### src/rtl/booth_pkg.sv
// Shared encodings for the sequential Booth multiplier.
package booth_pkg;

  typedef enum logic [1:0] {
    IDLE = 2'd0,
    CALC = 2'd1,
    DONE = 2'd2
  } state_t;

  // Booth op-codes, indexed by {Q[0], Q-1}
  localparam logic [1:0] OP_NOP = 2'b00;
  localparam logic [1:0] OP_ADD = 2'b01;
  localparam logic [1:0] OP_SUB = 2'b10;

endpackage

### src/rtl/booth_addsub.sv
// Combinational (WIDTH+1)-bit add/subtract; carry-out is dropped.
module booth_addsub #(
  parameter int WIDTH = 8
) (
  input  logic [WIDTH:0] a,
  input  logic [WIDTH:0] b,
  input  logic           sub,
  output logic [WIDTH:0] sum
);

  assign sum = sub ? (a - b) : (a + b);

endmodule

### src/rtl/booth_mult_seq.sv
// Sequential radix-2 Booth multiplier with signed/unsigned mode and a
// start / valid-ready handshake. Operands are widened by one bit so both
// modes run the same signed algorithm for WIDTH+1 steps.
module booth_mult_seq
  import booth_pkg::*;
#(
  parameter int WIDTH = 8
) (
  input  logic               i_clk,
  input  logic               i_rst,
  input  logic               i_start,
  input  logic               i_signed,
  input  logic [WIDTH-1:0]   i_multiplicand,
  input  logic [WIDTH-1:0]   i_multiplier,
  output logic               o_busy,
  output logic               o_valid,
  input  logic               i_ready,
  output logic [2*WIDTH-1:0] o_product
);

  localparam int E     = WIDTH + 1;
  localparam int CNT_W = $clog2(WIDTH + 2);

  state_t           state;
  logic [E-1:0]     a;
  logic [E-1:0]     q;
  logic [E-1:0]     m;
  logic             q_m1;
  logic [CNT_W-1:0] cnt;

  logic [1:0]       op;
  logic [E-1:0]     sum;
  logic [E-1:0]     a_nxt;

  // Sign- or zero-extend an operand to the internal width
  function automatic logic [E-1:0] ext(input logic sgn, input logic [WIDTH-1:0] v);
    ext = {sgn & v[WIDTH-1], v};
  endfunction

  assign op = {q[0], q_m1};

  booth_addsub #(.WIDTH(WIDTH)) u_addsub (
    .a   (a),
    .b   (m),
    .sub (op == OP_SUB),
    .sum (sum)
  );

  // Accumulator value before the shift: add, subtract or keep
  always_comb begin
    a_nxt = a;
    case (op)
      OP_ADD, OP_SUB: a_nxt = sum;
      OP_NOP:         a_nxt = a;
      default:        a_nxt = a;
    endcase
  end

  // Control FSM plus datapath registers; all outputs registered
  always_ff @(posedge i_clk or posedge i_rst) begin
    if (i_rst) begin
      state     <= IDLE;
      a         <= '0;
      q         <= '0;
      m         <= '0;
      q_m1      <= 1'b0;
      cnt       <= '0;
      o_busy    <= 1'b0;
      o_valid   <= 1'b0;
      o_product <= '0;
    end else begin
      case (state)
        IDLE: begin
          if (i_start) begin
            m      <= ext(i_signed, i_multiplicand);
            q      <= ext(i_signed, i_multiplier);
            a      <= '0;
            q_m1   <= 1'b0;
            cnt    <= '0;
            o_busy <= 1'b1;
            state  <= CALC;
          end
        end
        CALC: begin
          // arithmetic right shift of {A, Q, Q-1}
          a    <= {a_nxt[E-1], a_nxt[E-1:1]};
          q    <= {a_nxt[0], q[E-1:1]};
          q_m1 <= q[0];
          cnt  <= cnt + 1'b1;
          if (cnt == CNT_W'(E - 1)) begin
            // low 2*WIDTH bits of the shifted {A, Q}
            o_product <= {a_nxt[WIDTH-1:0], q[E-1:1]};
            o_valid   <= 1'b1;
            state     <= DONE;
          end
        end
        DONE: begin
          if (i_ready) begin
            o_valid <= 1'b0;
            o_busy  <= 1'b0;
            state   <= IDLE;
          end
        end
        default: state <= IDLE;
      endcase
    end
  end

endmodule
### config.mk
export PLATFORM = sky130hd
export DESIGN_NAME = booth_mult_seq
export DESIGN_NICKNAME = d
export VERILOG_FILES = /design/src/rtl/booth_pkg.sv /design/src/rtl/booth_addsub.sv /design/src/rtl/booth_mult_seq.sv
export SDC_FILE = /design/constraint.sdc
export NUM_CORES = 1
export LEC_CHECK = 0
export BUFFER_PORTS_ARGS = -buffer_cell sky130_fd_sc_hd__buf_2
export CELL_PAD_IN_SITES_DETAIL_PLACEMENT = 2
export CELL_PAD_IN_SITES_GLOBAL_PLACEMENT = 2
export CORE_MARGIN = 1
export CORE_UTILIZATION = 35
export DETAILED_ROUTE_END_ITERATION = 6
export PLACE_DENSITY_LB_ADDON = 0.1
export SYNTH_ARGS = -nofsm -noshare
export SYNTH_HDL_FRONTEND = slang
export SYNTH_SLANG_ARGS = --single-unit
### constraint.sdc
create_clock -name i_clk -period 3.45 [get_ports i_clk]
set_clock_uncertainty 0.05 [all_clocks]
set_input_delay 0.1725 -clock i_clk [delete_from_list [all_inputs] [get_ports i_clk]]
set_output_delay 0.1725 -clock i_clk [all_outputs]
set_load 0.02 [all_outputs]
Word level (Yosys, flattened, before mapping)
Index checks and enable logic that the tools add are counted.
Widths: inputs -> output; s select.
{"block": "totals", "regBits": 52, "in_bits": 21, "wordCells": 52}
{"block": "op_classes", "addsub": 3, "eq_ne": 8, "muxes": 19, "n_bitwise": 2, "n_reduce_logical": 11}
{"op": "$mux 9", "count": 4}
{"op": "$pmux 9 s2", "count": 2}
{"op": "$add 9x9->9", "count": 1}
{"op": "$reduce_and 3->1", "count": 3}
{"op": "$sub 9x9->9", "count": 1}
{"op": "$pmux 4 s2", "count": 1}
{"op": "$mux 2", "count": 3}
{"op": "$ne 2x2->1 const B", "count": 3}
{"op": "$pmux 1 s2", "count": 3}
{"op": "$pmux 2 s3", "count": 1}
{"op": "$reduce_and 2->1", "count": 3}
{"op": "$reduce_bool 2->1", "count": 3}
{"op": "$add 4x1->4 const B", "count": 1}
{"op": "$eq 2x1->1 const B", "count": 2}
{"op": "$eq 2x2->1 const B", "count": 2}
{"op": "$eq 4x4->1 const B", "count": 1}
{"op": "$mux 1", "count": 4}
{"op": "$mux 4", "count": 1}
{"op": "$and 1x1->1", "count": 2}
{"op": "$logic_not 2->1", "count": 1}
{"op": "$reduce_or 2->1", "count": 1}

Longest topological paths before layout
{"block": "logic_depth", "depth_word": 4, "depth_mapped": 12, "mapped_depth_nobuf": 11}

Modules after synthesis
From an unflattened synthesis, not the netlist that was laid out.
{"block": "unflattened", "hier_cells": 259, "area_unflattened_um2": 2791.4}
{"mod": "booth_mult_seq", "n_inst": 1, "cells_per_inst": 190, "area_each_um2": 2268.4, "seq_area_each_um2": 1276.2}
{"mod": "booth_addsub", "n_inst": 1, "cells_per_inst": 69, "area_each_um2": 523.0, "seq_area_each_um2": 0.0}

Least setup slack after synthesis
Ideal clock, no wire load.
{"block": "synth_path", "path_type": "flip-flop to flip-flop", "start": "register q_m1", "end": "register a[7]", "arrival_ps": 2410, "required_time_ps": 3264, "slack_ps": 854, "stages_incl_launch_ff": 12, "n_path_buf": 1, "cell_sequence": "dfrtp_1 -> inv_1 -> ha_1 -> clkbuf_1 -> mux2_2 -> fa_1 -> nor2b_4 -> o31a_1 -> o21ai_2 -> xnor2_1 -> o311ai_1 -> o41ai_1"}
{"block": "synth_via", "elab_chain_cells": 4, "elab_cells_between_ends": 6, "cone_classes": "eq/ne: 2; mux: 3; reduce/logical: 1"}
{"item": "from (decl)", "line_no": "booth_mult_seq.sv:28", "source": "logic q_m1;"}
{"item": "from (signal assigned)", "line_no": "booth_mult_seq.sv:88", "source": "q_m1 <= q[0];"}
{"item": "$eq 2x2->1 or $eq 2x1->1 (tied branches)", "line_no": "booth_mult_seq.sv:45, booth_mult_seq.sv:52"}
{"item": "$mux 9 or $reduce_or 2->1 (tied branches)", "line_no": "booth_addsub.sv:11, booth_mult_seq.sv:52"}
{"item": "$mux 9 *", "line_no": "booth_mult_seq.sv:52", "source": "case (op)"}
{"item": "$pmux 9 s2 *", "line_no": "booth_mult_seq.sv:72", "source": "case (state)"}
{"item": "to (signal assigned)", "line_no": "booth_mult_seq.sv:86", "source": "a <= {a_nxt[E-1], a_nxt[E-1:1]};"}
{"item": "to (decl)", "line_no": "booth_mult_seq.sv:25", "source": "logic [E-1:0] a;"}
Every way passes the cells marked *; elsewhere a longest branch is shown, timed or not.
A chain may end at the register's enable or synchronous reset.

Final worst setup path
Ends and elaborated chain as after synthesis.

==> impl_metrics.toml <==
[route]
viasPerCell = 5.26
wl_per_cell_um = 16.9
drtAntennaViolNets = 0
drc_errors = 0
num_vias = 2311
drt_wl_total_um = 7420
drt_first_pass_iters = 4
drtIter0Drc = 133

[grt]
grt_pass1_vias = 2529
grt_antenna_before_repair = 0
grt_pass1_wl_um = 12800
grt_overflow = 0
grt_usage_pct = 19.8
grt_start_max_net_pins = 32

[clock_network]
ctsHtreeMaxLevel = 2
clk_latency_ns = 0.30
cts_resized = 0
path_clk_slew_ns = 0.09
root_buffer = "clkbuf_8"
clock_sinks = 51
cts_buffers = 5
cts_tree = "yes"
clockBufferDepth = 2

[worst_hold_path]
hold-path-endpoint = "m[2]"
hp-class = "in -> reg"
min_path_cells = 3
hold_start = "i_multiplicand[2]"

[logic_synthesis]
yosys.area_share.simple_pct = 19.2
syn_area_um2 = 2740
ys_seq_elements = 51
synth.avg_cell_area_um2 = 9.16
synthXorXnorAreaFrac_pct = 3.15
synth_common_cells = "nand2_1, dfrtp_1, o21ai_0"
synthAdderAreaFrac_pct = 6.21
synth_top_cell_by_area = "dfrtp_1"
synth_compound_area_share_pct = 17.7
netlist_top_cells_area = "dfrtp_1, nand2_1, o21ai_0, ha_1, xnor2_1"
synthArstFlopShare_pct = 100
synth-edff-count = 0
synth_warnings = 0
synthCells = 299
synth_nets = 333
yosysMostFrequentCell = "nand2_1"
ys.flop_type = "dfrtp_1"
synth.mux.area_fraction_pct = 1.60
seq_area_frac_synth_pct = 46.6
synth.distinct_cells = 45
yosysTopAreaCellShare_pct = 46.6
synth_top_family_by_area = "simple AND/OR/NAND/NOR gates"

[floorplanning]
fp.dieW_um = 90.5
rows = 31
num_io_pins = 39
die_h_um = 90.5
start_util_pct = 37.0
core-area_um2 = 7410
die-area_um2 = 8180

[cells_and_area]
drive_above_1_share_pct = 19.4
final_net_count = 373
finalNonFillerCells = 439
finish.utilization_pct = 42.0
area_growth_pct = 13.5
n_antenna_cell = 0

[setup_path]
setup.reg_to_reg.worst_slack_ns = 0.69
crit_required_ns = 3.57
critical_path_peak_fanout = 8
ff2ff_path_depth = 10
critPathArrivalTime_ns = 2.88
crit_type = "reg -> reg"
worstSetupEndpointType = "flip-flop"
cp-start-kind = "flip-flop"
r2r-start = "q_m1"
worst_r2r_endpoint = "a[7]"

[pwr]
ir_drop_uv = 259
power_mw = 3.56
power.density_nw_per_um2 = 1140
leakage_nw = 1.49

[sta]
slew_viol_final = 0
finalHoldViolCount = 0
hold-worst-slack_ns = 0.00738
relSlewSlack_pct = 44.9
finalCriticalPeriod_ns = 2.76
clock.fmax_mhz = 362
finalCritPeriodShare_pct = 80.0
rsz0062_at_grt = "false"
setup-tns-final_ns = 0
worst_pin_slew_ns = 0.821
setup_viol = 0

[place]
dp.cells = 429
hpwl_um = 5530
place_congestion = 0.768
io_buffers = 38

[run_status]
status = "finished clean"

[flow_run]
cap_violations = 0
==> layout make-up <==
type                            instances  area, µm²
Tap cell                               99        124
Fill cell                             844       4300
Inverter                               14       52.6
Sequential cell                        51       1280
Multi-Input combinational cell        221       1310
Clock inverter                          3       20.0
Clock buffer                            5       68.8
Timing Repair Buffer                   46        255
==> layout by cell type (no fill, tap or decap), drive strengths merged, types with 3 or more instances in the layout <==
master  netlist  final
a21oi        13     13
a22o          3      3
a31oi        11     11
and2          8      8
buf           2     44
clkbuf       11      5
dfrtp        51     51
ha           12     12
inv          14     14
mux2          3      3
nand2        74     74
nand2b        3      3
nand3         4      4
nor2         14     14
nor3          4      4
o21ai        36     36
o31ai         4      4
xnor2         8      8
==> worst max-delay path by stage <==
stage	from	endpoint	cells after the start
after floorplan	q_m1	a[7]	11
after global placement	q_m1	a[7]	10
after detailed placement	q_m1	a[7]	10
after CTS	m[0]	o_product[15]	11
after global routing	m[0]	o_product[15]	11
final	q_m1	a[7]	10
==> timing repair <==
action,CTS,global route
setup buffers,0,0
hold buffers,2,0
hold endpoints to repair,21,0
==> routing by layer <==
layer	track usage (%)	routed length, µm	part of all wire (%)
met1	25.7	3490	47
met2	33.8	3650	49
met3	2.78	143	1.9
met4	6.18	139	1.9
met5	0	0	0
==> sequential cells by signal, summed over array words and instances (netlist names) <==
signal / cells
o_product: 16
m: 9
q: 9
a: 8
cnt: 4
state: 2
o_busy: 1
o_valid: 1
q_m1: 1
==> report_power, final <==
group / total [mW] / switching [mW] / internal, mW / leakage, nW
registers: 1.11 / 0.243 / 0.865 / 0.648
clock network: 0.356 / 0.214 / 0.142 / 0.0402
logic: 2.09 / 1.24 / 0.850 / 0.804
==> worst max-delay path, cell delays in order (launching register included) <==
cell and delay [ns]:
dfrtp_1 0.39, inv_1 0.06, ha_1 0.33, mux2_2 0.40, fa_1 0.45, nor2b_4 0.15
o31a_1 0.19, o21ai_2 0.08, xnor2_1 0.15, o311ai_1 0.25, o41ai_1 0.12
==> cells by family after synthesis <==
kind of cell / count (synthesis)
muxes: 4
xor gates and xnor gates: 9
DFF: 51
adders and majority gates: 13
AOI/OAI and AO/OA: 79
buffers and inverters: 27
and+or+nand+nor: 116
==> through the flow <==
step	area (µm²)	worst slack (ns)
final	3110	0.691
after global routing	3110	0.515
after CTS	3110	0.671
after detailed placement	3000	0.696
after global placement	3000	0.800
after floorplan	2740	0.854
(Power assumes the default switching activity.)
